[src/rtl/snn_pkg.sv]
// Shared constants for the two-stage LIF spiking core: widths, config
// register addresses, reset defaults and a small sizing helper.
package snn_pkg;

  // Membrane / input / threshold width.
  localparam int DATA_W = 8;

  // Config register select values on cfg_addr.
  localparam logic [1:0] CFG_THRESH = 2'd0;
  localparam logic [1:0] CFG_LEAK   = 2'd1;
  localparam logic [1:0] CFG_WEIGHT = 2'd2;
  localparam logic [1:0] CFG_PERIOD = 2'd3;

  // Values the config registers take on reset.
  localparam int THRESH_DEFAULT = 64;
  localparam int LEAK_DEFAULT   = 3;
  localparam int WEIGHT_DEFAULT = 32;
  localparam int PERIOD_DEFAULT = 0;

  // Bits needed for a refractory down-counter that starts at 'steps'.
  // Never returns 0 so the counter stays a legal vector when refractory is off.
  function automatic int refrac_width(input int steps);
    return (steps < 2) ? 1 : $clog2(steps + 1);
  endfunction

endpackage

[src/rtl/lif_neuron.sv]
// One leaky integrate-and-fire membrane: shift-based leak, signed input,
// saturation to [0, 2^DATA_W-1], threshold with subtract reset and a
// refractory window. State only moves on a timestep tick.
module lif_neuron #(
  parameter int DATA_W       = snn_pkg::DATA_W,
  parameter int REFRAC_STEPS = 2
) (
  input  logic              clk,
  input  logic              reset,
  input  logic              tick,
  input  logic [DATA_W-1:0] thresh,
  input  logic [2:0]        leak_shift,
  input  logic [DATA_W+1:0] inp,
  output logic [DATA_W-1:0] state,
  output logic              spike
);
  import snn_pkg::*;

  // Two guard bits: one for overflow above the saturation ceiling, one sign.
  localparam int ACC_W = DATA_W + 2;
  localparam int RW    = refrac_width(REFRAC_STEPS);

  logic [DATA_W-1:0] u_q;
  logic              spike_q;
  logic [RW-1:0]     refrac_q;

  logic [ACC_W-1:0]  u_ext;
  logic [ACC_W-1:0]  leaked;
  logic [ACC_W-1:0]  inp_eff;
  logic [ACC_W-1:0]  sum;
  logic [DATA_W-1:0] sum_sat;
  logic              fire;

  // Next-membrane arithmetic in two's complement: leak, gated input, clamp, fire.
  always_comb begin
    u_ext   = {2'b00, u_q};
    leaked  = u_ext;
    if (leak_shift != 3'd0) begin
      leaked = u_ext - (u_ext >> leak_shift);
    end
    inp_eff = (refrac_q != '0) ? '0 : inp;
    sum     = leaked + inp_eff;
    if (sum[ACC_W-1]) begin
      sum_sat = '0;
    end else if (sum[DATA_W]) begin
      sum_sat = '1;
    end else begin
      sum_sat = sum[DATA_W-1:0];
    end
    // A refractory neuron never fires, even with thresh=0.
    fire = (refrac_q == '0) && (sum_sat >= thresh);
  end

  // Commit membrane, spike flag and refractory counter on each timestep.
  always_ff @(posedge clk) begin
    if (reset) begin
      u_q      <= '0;
      spike_q  <= 1'b0;
      refrac_q <= '0;
    end else if (tick) begin
      spike_q <= fire;
      if (fire) begin
        u_q      <= sum_sat - thresh;
        refrac_q <= RW'(REFRAC_STEPS);
      end else begin
        u_q <= sum_sat;
        if (refrac_q != '0) begin
          refrac_q <= refrac_q - 1'b1;
        end
      end
    end
  end

  assign state = u_q;
  assign spike = spike_q;

endmodule

[src/rtl/lif_neuron_pair.sv]
// Two-stage LIF core: neuron 1 integrates in1, neuron 2 integrates neuron 1's
// spikes through a signed weight with one timestep of synaptic delay.
// Holds the runtime config registers, the timestep prescaler and the
// config write handshake.
module lif_neuron_pair #(
  parameter int DATA_W       = snn_pkg::DATA_W,
  parameter int PERIOD_W     = 16,
  parameter int REFRAC_STEPS = 2
) (
  input  logic              wb_clk_i,
  input  logic              reset,
  input  logic              active,
  input  logic [DATA_W-1:0] in1,
  input  logic              cfg_valid,
  input  logic [1:0]        cfg_addr,
  input  logic [15:0]       cfg_data,
  output logic              cfg_ready,
  output logic              step_tick,
  output logic [1:0]        spike_out,
  output logic [DATA_W-1:0] state1,
  output logic [DATA_W-1:0] state2
);
  import snn_pkg::*;

  localparam int ACC_W = DATA_W + 2;

  logic [DATA_W-1:0]   thresh_q;
  logic [2:0]          leak_q;
  logic [7:0]          weight_q;
  logic [PERIOD_W-1:0] period_q;
  logic [PERIOD_W-1:0] cnt_q;

  logic                tick;
  logic [ACC_W-1:0]    inp1;
  logic [ACC_W-1:0]    inp2;
  logic                spike1;
  logic                spike2;

  // Handshake: a config write transfers on any cycle where cfg_valid and
  // cfg_ready are both high. cfg_ready drops only in the tick cycle so the
  // neurons never see a config change on the edge they update; a source that
  // finds cfg_ready low keeps cfg_valid, addr and data stable and the write
  // lands on the following cycle.
  //
  // The >= compare only matters after period is lowered below the running
  // count; it makes the prescaler wrap at once instead of counting through
  // the whole counter range.
  assign tick      = active && !reset && (cnt_q >= period_q);
  assign step_tick = tick;
  assign cfg_ready = !tick;

  // Prescaler: count 0..period while active, held at 0 while inactive.
  always_ff @(posedge wb_clk_i) begin
    if (reset || !active) begin
      cnt_q <= '0;
    end else if (tick) begin
      cnt_q <= '0;
    end else begin
      cnt_q <= cnt_q + 1'b1;
    end
  end

  // Config registers: reset to defaults, written on an accepted handshake.
  always_ff @(posedge wb_clk_i) begin
    if (reset) begin
      thresh_q <= DATA_W'(THRESH_DEFAULT);
      leak_q   <= 3'(LEAK_DEFAULT);
      weight_q <= 8'(WEIGHT_DEFAULT);
      period_q <= PERIOD_W'(PERIOD_DEFAULT);
    end else if (cfg_valid && cfg_ready) begin
      case (cfg_addr)
        CFG_THRESH: thresh_q <= DATA_W'(cfg_data[7:0]);
        CFG_LEAK:   leak_q   <= cfg_data[2:0];
        CFG_WEIGHT: weight_q <= cfg_data[7:0];
        CFG_PERIOD: period_q <= PERIOD_W'(cfg_data);
        default: ;
      endcase
    end
  end

  // Neuron 1 sees the unsigned input current; neuron 2 sees the sign-extended
  // weight when neuron 1's registered spike (last timestep's) is set.
  always_comb begin
    inp1 = {2'b00, in1};
    inp2 = '0;
    if (spike1) begin
      inp2 = {{(ACC_W-8){weight_q[7]}}, weight_q};
    end
  end

  lif_neuron #(
    .DATA_W       (DATA_W),
    .REFRAC_STEPS (REFRAC_STEPS)
  ) u_neuron1 (
    .clk        (wb_clk_i),
    .reset      (reset),
    .tick       (tick),
    .thresh     (thresh_q),
    .leak_shift (leak_q),
    .inp        (inp1),
    .state      (state1),
    .spike      (spike1)
  );

  lif_neuron #(
    .DATA_W       (DATA_W),
    .REFRAC_STEPS (REFRAC_STEPS)
  ) u_neuron2 (
    .clk        (wb_clk_i),
    .reset      (reset),
    .tick       (tick),
    .thresh     (thresh_q),
    .leak_shift (leak_q),
    .inp        (inp2),
    .state      (state2),
    .spike      (spike2)
  );

  assign spike_out = {spike2, spike1};

endmodule

[config.mk]
export PLATFORM = sky130hd
export DESIGN_NAME = lif_neuron_pair
export DESIGN_NICKNAME = d
export VERILOG_FILES = /design/src/rtl/snn_pkg.sv /design/src/rtl/lif_neuron.sv /design/src/rtl/lif_neuron_pair.sv
export SDC_FILE = /design/constraint.sdc
export NUM_CORES = 1
export LEC_CHECK = 0
export ABC_AREA = 1
export CAP_MARGIN = 20
export CELL_PAD_IN_SITES_DETAIL_PLACEMENT = 0
export CELL_PAD_IN_SITES_GLOBAL_PLACEMENT = 1
export CORE_ASPECT_RATIO = 1.4
export CORE_MARGIN = 2
export CORE_UTILIZATION = 40
export DETAILED_ROUTE_END_ITERATION = 8
export PLACE_DENSITY = 0.9
export SETUP_SLACK_MARGIN = 0.1
export SYNTH_ARGS = -nofsm -noshare
export SYNTH_HDL_FRONTEND = slang
export SYNTH_SLANG_ARGS = --single-unit
[constraint.sdc]
create_clock -name wb_clk_i -period 9.75 [get_ports wb_clk_i]
set_input_delay 0.975 -clock wb_clk_i [delete_from_list [all_inputs] [get_ports wb_clk_i]]
set_output_delay 0.975 -clock wb_clk_i [all_outputs]
set_load 0.01 [all_outputs]
Word level (Yosys, flattened, before mapping)
Cells that the tools add are included.

operators by class
  reductions and logical operators = 24
  multiplexer cells = 15
  magnitude comparators = 3
  shift-type cells = 2
  eq/ne operators = 3
  add/sub/neg operators = 9

operator list
  kind                   number
  $mux 8                 7
  $mux 10                4
  $add 10x10->10         2
  $shr 8x3->10           2
  $sub 8x10->10          2
  $add 16x1->16 const B  1
  $ge 16x16->1           1
  $ge 8x8->1             2
  $sub 8x8->8            2
  $reduce_and 2->1       6
  $mux 2                 4
  $reduce_bool 2->1      4
  $logic_not 2->1        3
  $logic_and 1x1->1      5
  $eq 2x2->1 const B     2
  $sub 2x1->2 const B    2
  $logic_not 1->1        3
  $reduce_bool 3->1      1
  $eq 2x1->1 const B     1
  $reduce_or 2->1        1
  $logic_or 1x1->1       1

word-level totals
  bits in registers = 73
  word-level logic and storage cells = 67
  input bits = 30

Longest topological paths before layout
  depth after elaboration = 10
  depth in mapped cells = 38
  mapped depth without buffers = 38

Modules after synthesis
A second synthesis with hierarchy kept.

second synthesis, totals
  cell total of the unflattened synthesis = 1190
  area, all modules = 7323.3 um^2

modules (own cells, without submodules)
  module                   instances  area an instance (um^2)  cells each  seq. area each (um^2)
  lif_neuron_pair          1          2897.8                   433         1021.0
  lif_neuron at u_neuron1  1          2220.9                   380         220.2
  lif_neuron at u_neuron2  1          2204.6                   377         220.2

Least setup slack after synthesis
OpenSTA, ideal clock, no wires.

  path type = register to register
  start point = reg leak_q[0]
  end point = reg u_neuron2.u_q[7], in the netlist u_neuron2.state[7]
  cell stages (with the launch flop) = 36
  period minus slack after synthesis = 5.198 ns
  arrival = 5.067 ns
  required time = 9.619 ns
  setup time = 0.131 ns
  setup slack = 4.552 ns
  cells stage by stage = dfxtp_1 clkbuf_1 o21ai_0 nand2_1 o21ai_0 nand2_1 o2111ai_1 ha_1 fa_1 o21ai_0 a21oi_1 o21bai_1 nand2_1 nand2_1 o22ai_1 ha_1 nand2_1 inv_1 a21oi_1 nand2_1 nand2_1 nand2_1 nand3_1 and2_1 buf_4 o21ai_0 ha_1 fa_1 nor2_1 o21ai_0 nand4_1 nand2_1 inv_1 nand2_1 nand3_1 a21oi_1

on the way
  word-level cells in the longest chain between the ends = 9
  elaborated cells between the ends (all ways) = 11

ends and longest elaborated chain
  what                    line                   text
  start, declared         lif_neuron_pair.sv:28  logic [2:0] leak_q;
  start signal, assigned  lif_neuron_pair.sv:67  leak_q <= 3'(LEAK_DEFAULT);
  start signal, assigned  lif_neuron_pair.sv:73  CFG_LEAK: leak_q <= cfg_data[2:0];
  $shr 8x3->10            lif_neuron.sv:39       leaked = u_ext - (u_ext >> leak_shift);
  $sub 8x10->10           lif_neuron.sv:39
  $mux 10 (*)             lif_neuron.sv:38       if (leak_shift != 3'd0) begin
  $add 10x10->10 (*)      lif_neuron.sv:42       sum = leaked + inp_eff;
  $mux 8                  lif_neuron.sv:45       end else if (sum[DATA_W]) begin
  $mux 8 (*)              lif_neuron.sv:43       if (sum[ACC_W-1]) begin
  $ge 8x8->1              lif_neuron.sv:51       fire = (refrac_q == '0) && (sum_sat >= thresh);
  $logic_and 1x1->1       lif_neuron.sv:51
  $mux 8 (*)              lif_neuron.sv:62       if (fire) begin
  end signal, assigned    lif_neuron.sv:63       u_q <= sum_sat - thresh;
  end signal, assigned    lif_neuron.sv:66       u_q <= sum_sat;
  end, declared           lif_neuron.sv:23       logic [DATA_W-1:0] u_q;

Every way passes the cells marked *; elsewhere a longest branch is shown, timed or not.
A chain may end at the register's enable or synchronous reset.

Worst setup path in the final report
Ends and elaborated chain as after synthesis.

==> metrics.md <==
| Metric | Value |
|---|---|
| Die height | 154.4 µm |
| First-pass GRT wire length | 27,640 µm |
| I/O pins | 50 |
| Clock Latency Late Sink | 0.34 ns |
| Core area | 0.01597 mm² |
| Cts repair resizes | 0 |
| Area share of fa/ha/maj cells after synthesis | 0.1521 |
| Warnings from Yosys | 0 |
| Final Util | 0.4619 |
| Worst path max stage delay | 0.71 ns |
| Clk slew on worst S/H paths | 0.06 ns |
| TritonCTS clock tree | yes |
| TritonCTS buffer count | 9 |
| Post-CTS Setup Inserts | 0 |
| Clock tree buffer depth | 2 |
| Endpoints failing setup | 0 |
| Row count | 55 |
| CP required | 9.94 ns |
| DRT Pass-1 Iters | 5 |
| Unrepaired setup endpoints after global routing | false |
| Die Area | 0.01721 mm² |
| Post-route ant nets | 0 |
| Hpwl dp | 13,070 µm |
| Period utilisation layout | 0.6721 |
| Synth Area in Compound Gates | 0.1293 |
| NumNets Final | 1,172 |
| Post-synth top area share | 0.2261 |
| Register area share after synthesis | 0.2261 |
| DRC viols | 0 |
| Setup CP Type | flop to flop |
| CTS Hold Bufs | 0 |
| Commonest non-fill, non-tap cell in the layout | nand2_1 |
| Synthesis-to-layout area growth | 14.09% |
| #FFs+latches synth | 73 |
| Final setup TNS | 0 ns |
| CP startpoint kind | flop |
| Most area-hungry cell type in the Yosys netlist | dfxtp_1 |
| Crit path depth | 33 |
| Die width | 111.4 µm |
| Antenna violations before repair | 0 |
| Largest net degree at the start of global routing | 47 |
| Most frequent cells in the layout | 279 x nand2_1, 147 x inv_1, 137 x nor2_1 |
| Arr. time, crit path | 6.75 ns |
| Synth Cell Area | 0.006464 mm² |
| Post-synthesis mux area share | 0 |
| Max Clk Rate | 152.6 MHz |
| Final wirelength | 16,700 µm |
| Synthesized area per cell | 6.257 µm² |
| Worst slew pin tran | 0.8588 ns |
| Worst hold path depth | 2 |
| Post-synth cell types | 47 |
| Initial Util | 0.4049 |
| 1st-iter DRT viols | 344 |
| Relative slew slack | 0.4266 |
| Post-Synth XOR/XNOR Area | 0.04201 |
| Tot GR Track Use | 0.1955 |
| Crit path max fanout | 24 |
| Synth Net Count | 1,138 |
| Pins Over Slew Limit | 0 |
| Clk sink count | 73 |
| Crit-path leading delay family | simple AND/OR/NAND/NOR gates |
| H-Tree Depth | 3 |
| Status | complete, no violations |
| Vias in the first global route | 6,062 |
| Top cell by count, worst path | nand2_1 |
| Clock Skew | 0.009700 ns |
| Routed len/inst | 13.14 µm |
| Min-Delay Path Class | flop to flop |
| Critical path buffer and inverter count | 4 |
| Via count | 6,336 |
| Clock period minus worst slack | 6.553 ns |
| Slowest CP cell | dfxtp_1 |
| Main combinational cell family by area after synthesis | simple AND/OR/NAND/NOR gates |
| CP Capture Type | flop |
| Simple-gate share of the synthesized area | 0.3417 |
| Final hold violations | 0 |
| Post-Syn Instances | 1,033 |
| Hold Slack | 0.4577 ns |
| Diodes inserted | 0 |
| Post-synth EDFFs | 0 |
| Via density | 4.985 |
| Layout cells sized above 1 | 0.04384 |
| GP Congestion | 0.9048 |
| Post-synth ARST share | 0 |
| Max-Cap Viols | 0 |
| Total grt overflow | 0 |
| I/O Buffers | 49 |
| Ys flop type | dfxtp_1 |
| R2R depth | 33 |
| Area contributors post-synth | dfxtp_1 23%, nand2_1 16%, ha_1 13% |
| Root Buffer | clkbuf_16 |
[state kept, by name, summed over array words and instances, names as in the netlist]
register and count:
u_neuron2.state 8, u_neuron1.refrac_q 2, weight_q 8, u_neuron1.state 8, u_neuron1.spike 1, leak_q 3, period_q 16, u_neuron2.refrac_q 2
thresh_q 8, u_neuron2.spike 1, cnt_q 16
[cells in the mapped netlist (2+ instances only)]
library cell / number
clkbuf_1: 8
nand3b_1: 4
buf_1: 5
nor2_1: 137
nand3_1: 57
dfxtp_1: 73
o21ai_2: 2
a21oi_1: 66
or2_2: 5
inv_1: 147
xnor2_1: 11
nand2_1: 279
buf_2: 7
a21o_1: 4
inv_2: 5
a211oi_1: 3
nor2_2: 3
xor2_1: 20
nor3b_1: 3
fa_1: 6
nor3_1: 5
o211ai_1: 3
ha_1: 69
a31oi_1: 3
nand2_2: 6
buf_4: 5
o21bai_1: 7
nand3_2: 3
o21ai_0: 54
nand4_1: 16
[final cells by class]
cell class	instances	area, µm²
sequential	73	1461
clock inverter	7	78.83
inverter	152	570.5
tap	199	249.0
timing repair buffer	49	490.5
fill	1695	8591
multi-input combinational	782	4299
clock buffer	9	225.2
[stage by stage]
step / area (µm²) / instances / setup slack, ns
6_report: 7375 / 1271 / 3.197
5_1_grt: 7375 / 1271 / 2.441
4_1_cts: 7375 / 1271 / 3.255
3_5_place_dp: 7071 / 1255 / 3.269
3_3_place_gp: 7071 / 1255 / 3.486
2_1_floorplan: 6464 / 1033 / 4.552
[cells by family after synthesis]
logic type / Yosys count
AO/OA/AOI/OAI: 151
adder cells (fa/ha/maj): 75
XOR/XNOR: 31
buffers and inverters: 178
AND/OR/NAND/NOR: 525
flip-flops: 73
[worst reg2reg max path, delay by kind of cell (launching register included)]
family | cells | cell delay, ns
simple gates | 15 | 1.95
fa+ha+maj | 5 | 1.61
compound gates | 9 | 1.30
buf+inv | 4 | 0.79
flops | 1 | 0.71
[worst paths after layout]
path | startpoint | endpoint | slack (ns)
hold reg to reg | u_neuron1.refrac_q[0]$_SDFFE_PP0P_ | u_neuron1.refrac_q[0]$_SDFFE_PP0P_ | 0.46
setup / recovery | leak_q[0]$_SDFFE_PP1P_ | u_neuron2.state[7]$_SDFFE_PP0P_ | 3.20
hold / removal | u_neuron1.refrac_q[0]$_SDFFE_PP0P_ | u_neuron1.refrac_q[0]$_SDFFE_PP0P_ | 0.46
setup reg to reg | leak_q[0]$_SDFFE_PP1P_ | u_neuron2.state[7]$_SDFFE_PP0P_ | 3.20
[routing by layer]
| metal | track usage | wire length [µm] | vias up |
|---|---|---|---|
| met2 | 0.3653 | 8465 | 124 |
| met4 | 0.07643 | 433 | 0 |
| met3 | 0.02429 | 554 | 30 |
| met5 | 0 | 0 | - |
| li1 | - | - | 3372 |
| met1 | 0.2249 | 7245 | 2810 |
Power is left out: the tool's default activity adds up to more than one toggle a clock period on the data nets, which glitch-free logic cannot reach.
==> variant 1, RTL diff (same settings) <==
Change the parameter `PERIOD_W` from 16 to 12.
--- a/src/rtl/lif_neuron_pair.sv
+++ b/src/rtl/lif_neuron_pair.sv
@@ -6,3 +6,3 @@
   parameter int DATA_W       = snn_pkg::DATA_W,
-  parameter int PERIOD_W     = 16,
+  parameter int PERIOD_W     = 12,
   parameter int REFRAC_STEPS = 2
Formal check against the unedited RTL: not equivalent (a bounded check fails within 4 cycles, from zero or initial values and one cycle with reset high).
==> variant 1 against the original RTL <==
Synthesized area down 2.7%. Synthesized cell count fell by 5.0%. Critical path type unchanged. Sequential cell count decreased by 8. Worst setup slack improved by 290 ps. Wire length shrank 8.1%. Cell area down 2.9%.
Power is left out: the tool's default activity adds up to more than one toggle a clock period on the data nets, which glitch-free logic cannot reach.
==> variant 1: results (changes against the original RTL) <==
Critical path
The worst register-to-register path ends at u_neuron2.state[3]. The largest driver fanout on the critical path is 30 (+25%). The register-to-register setup slack is 3490 ps (+290 ps). The worst reg-to-reg path cell count came to 32 (-3.0%).

The biggest cell delay along the critical path came to 930 ps (+220 ps).

Synthesis
The distinct cell type count of the synthesized netlist is 46 (-2.1%). The post-synthesis async set-or-reset flop share came to 0% (unchanged). The mux contribution to synthesized area is 0% (unchanged). Sorting the synthesized cells by how often they occur yields 229 x nand2_1, 141 x inv_1, 96 x nor2_1, 76 x a21oi_1.

The share of synthesized cell area in full adder, half adder and majority cells is 14.8% (-0.38 points). The portion of the post-synthesis area used by sequential elements is 20.7% (-1.9 points). The xor and xnor fraction of the mapped netlist area is 4.18% (-0.025 points).

The post-synthesis compound-gate area fraction is 15.4% (+2.4 points). By area the synthesized netlist is led by dfxtp_1 21%, nand2_1 14%, ha_1 13%, inv_1 8.4%, a21oi_1 6.0%.

Placed design
The number of port buffers is 45 (-8.2%). The routability congestion estimate was 0.864 (-4.5%). The half-perimeter wire length of the detailed placement result is 12100 um (-7.8%).

STA
The transition at the pin with the smallest max-transition slack is 934 ps (+75.6 ps). The worst clock skew is 8.23 ps (-1.47 ps).

Detailed routing
The post-detailed-routing wire length is 15400 um (-8.1%). The total via count after detailed routing is 5970 (-5.8%). The DRC marker count from the first detailed-route iteration is 267 (-22%).

Global route
The aggregate global-route resource usage is 19.2% (-0.38 points). The number of global-route vias before repair is 5549 (-8.5%). The pin count of the biggest net entering global routing is 45 (-4.3%).

The global-route wire length before repair is 25800 um (-6.6%).

Cells and area
The number of inserted filler cells in the final layout is 1674 (-1.2%).

Status
The run finished with clean final reports.
## variant 1: through the flow
stage	cell area, um2	setup slack [ps]	util [%]	instances
3_5_place_dp	6840	3500	44.2	1194
3_3_place_gp	6840	3540	44.2	1194
6_report	7160	3490	46.3	1209
5_1_grt	7160	2660	46.3	1209
4_1_cts	7160	3480	46.3	1209
2_1_floorplan	6290	4670	-	981
## variant 1: critical path, delay by kind of cell (launching register included)
kind | cells | cell delay [ps]
AO/OA/AOI/OAI | 11 | 1780
adder cells (fa/ha/maj) | 4 | 1400
AND/OR/NAND/NOR | 11 | 1290
flip-flops | 1 | 930
buffers and inverters | 5 | 570
XOR/XNOR | 1 | 140
## variant 1: cell families (layout without fill, tap and decap cells)
group / count (synthesis) / after routing
compound gates: 178 / 178
xor+xnor: 30 / 30
simple gates: 455 / 455
fa+ha+maj: 71 / 71
flops: 65 / 65
buf+inv: 182 / 214
## variant 1: how the worst min path moves through the flow
stage	start	end	slack (ps)	cells past startpoint
3_5_place_dp	weight_q[1]	weight_q[1]	450	2
6_report	weight_q[1]	weight_q[1]	460	2
5_1_grt	u_neuron2.refrac_q[0]	u_neuron2.refrac_q[0]	470	2
3_3_place_gp	cnt_q[0]	cnt_q[0]	440	1
4_1_cts	weight_q[0]	weight_q[0]	460	2
2_1_floorplan	thresh_q[6]	thresh_q[6]	430	2
## variant 1: cell type report
cell class / count / share of cell area (%)
clock inverter: 6 / 1.29
clock buffer: 9 / 3.15
timing repair buffer: 47 / 6.50
inverter: 152 / 8.04
sequential: 65 / 18.2
multi-input combinational: 734 / 59.4
tap: 196 / 3.42
## variant 1: per-layer routing
layer  part of all wire, %  up-vias  GRT usage [%]
met5                     0        -              0
met4                   2.2        0           5.55
met3                   3.3       21           2.69
met2                    50       95           33.8
met1                    44     2643           23.6
li1                      -     3211              -
==> variant 2, RTL diff (same flow settings) <==
Without the edit above. Register the input `cfg_data` before use. The logic sees it one clock later. The other inputs are not delayed to match.
--- a/src/rtl/lif_neuron_pair.sv
+++ b/src/rtl/lif_neuron_pair.sv
@@ -25,2 +25,8 @@
   localparam int ACC_W = DATA_W + 2;
+
+  logic [15:0] cfg_data_q;
+
+  always_ff @(posedge wb_clk_i) begin
+    cfg_data_q <= cfg_data;
+  end
 
@@ -71,6 +77,6 @@
       case (cfg_addr)
-        CFG_THRESH: thresh_q <= DATA_W'(cfg_data[7:0]);
-        CFG_LEAK:   leak_q   <= cfg_data[2:0];
-        CFG_WEIGHT: weight_q <= cfg_data[7:0];
-        CFG_PERIOD: period_q <= PERIOD_W'(cfg_data);
+        CFG_THRESH: thresh_q <= DATA_W'(cfg_data_q[7:0]);
+        CFG_LEAK:   leak_q   <= cfg_data_q[2:0];
+        CFG_WEIGHT: weight_q <= cfg_data_q[7:0];
+        CFG_PERIOD: period_q <= PERIOD_W'(cfg_data_q);
         default: ;
Function: changed (a bounded check fails within 4 cycles, from zero or initial values and one cycle with reset high).
==> variant 2 against the original RTL <==
Cell area rose by 7.3%. Sequential share of layout area rose by 2.7 points. Sequential cell count rose by 16. Count of clock-buffer cells in the layout did not move. Wire length rose by 2.9%. Fmax rose by 9.9%. Synthesized area rose by 8.1%. Worst setup slack improved by 590 ps. Largest cell class unchanged.
Power is not shown: default switching activity piles up to over one toggle a cycle in this logic, so the estimate is an artifact.
==> variant 2: results (changes against the original RTL) <==
Critical path
The largest driver fanout on the critical path is 30 (+25%). The biggest cell delay along the critical path came to 880 ps (+170 ps). The endpoint identified for the worst register-to-register timing path is u_neuron2.state[3]. The data arrival time of the worst path came to 6170 ps (-580 ps). The family of cells with the greatest summed delay on the critical path is adder cells.

Detailed routing
The met1 wire length was 7600 um (+4.9%). The amount of wire on met2 after detailed routing is 8490 um (+0.25%). The total via count after detailed routing is 6643 (+4.8%).

The met3 layer wire length in the routed design was 483 um (-13%).

CTS
The number of sinks handled by clock tree synthesis is 89 (+22%).

STA
The worst hold slack came to 460 ps (+2.19 ps). The share of the clock period used by the worst path after layout came to 61.2% (-6.0 points). The worst clock skew was 8.56 ps (-1.14 ps).

The remaining max-slew budget at the tightest pin is 42.9% (+0.24 points).

Global route
The global-route wire length before repair is 28400 um (+2.8%). The aggregate global-route resource usage came to 18.9% (-0.67 points). The number of global-route vias before repair was 6200 (+2.3%).

Synthesis
The portion of the post-synthesis area used by sequential elements is 25.5% (+2.9 points). The per-instance average area after synthesis came to 6.38 um2 (+1.9%). Sorting the synthesized cells by area gives the leading types as dfxtp_1 26%, nand2_1 16%, ha_1 12%, inv_1 8.7%, nor2_1 7.1%.

Ranked by instance count, the synthesized netlist is headed by 294 x nand2_1, 161 x inv_1, 132 x nor2_1, 89 x dfxtp_1.

Cells and area
The utilization of the core after routing was 45.9% (-0.32 points). In the final layout, the registers with the most flip-flops are cfg_data_q: 16 flops, cnt_q: 16 flops, period_q: 16 flops. The non-clock buffer total of the final layout is 50 (+2.0%). The number of inserted filler cells in the final layout came to 1855 (+9.4%).

The number of multi-input logic gates is 806 (+3.1%). The area of the multi-input gates came to 0.00442 mm2 (+2.8%). The sequential share of cell area was 22.5% (+2.7 points). The count of nets after finishing was 1230 (+4.9%).

Status
The run finished with clean final reports.

Hold path
The hold path endpoint is period_q[13]. In this run the most critical hold path is launched from cfg_data_q[13].

Placed design
The half-perimeter wire length of the detailed placement result is 13500 um (+3.2%). The post-detailed-placement cell area is 0.00763 mm2 (+7.9%).

Floorplan
The core outline area was 0.0173 mm2 (+8.1%).
[variant 2: changes by cell type after synthesis, moves of 4 or more]
cell | before | now
nand3_1 | 57 | 69
dfxtp_1 | 73 | 89
buf_1 | 5 | 1
nand2_1 | 279 | 294
o21ai_1 | 1 | 7
inv_1 | 147 | 161
nand3_2 | 3 | 7
clkbuf_1 | 8 | 18
nor2_1 | 137 | 132
[variant 2: logic make-up (layout without fill, tap and decap cells)]
group / Yosys count / in the layout / share of synthesized area (%)
simple gates: 550 / 550 / 33.6
buf+inv: 200 / 235 / 11.2
compound gates: 148 / 148 / 11.4
flops: 89 / 89 / 25.5
fa+ha+maj: 75 / 75 / 14.1
xor+xnor: 33 / 33 / 4.14
[variant 2: per-layer routing]
metal	vias up	GRT usage, %
li1	3550	-
met1	2943	22.7
met2	113	33.5
met3	37	2.23
met4	0	8.01
met5	-	0
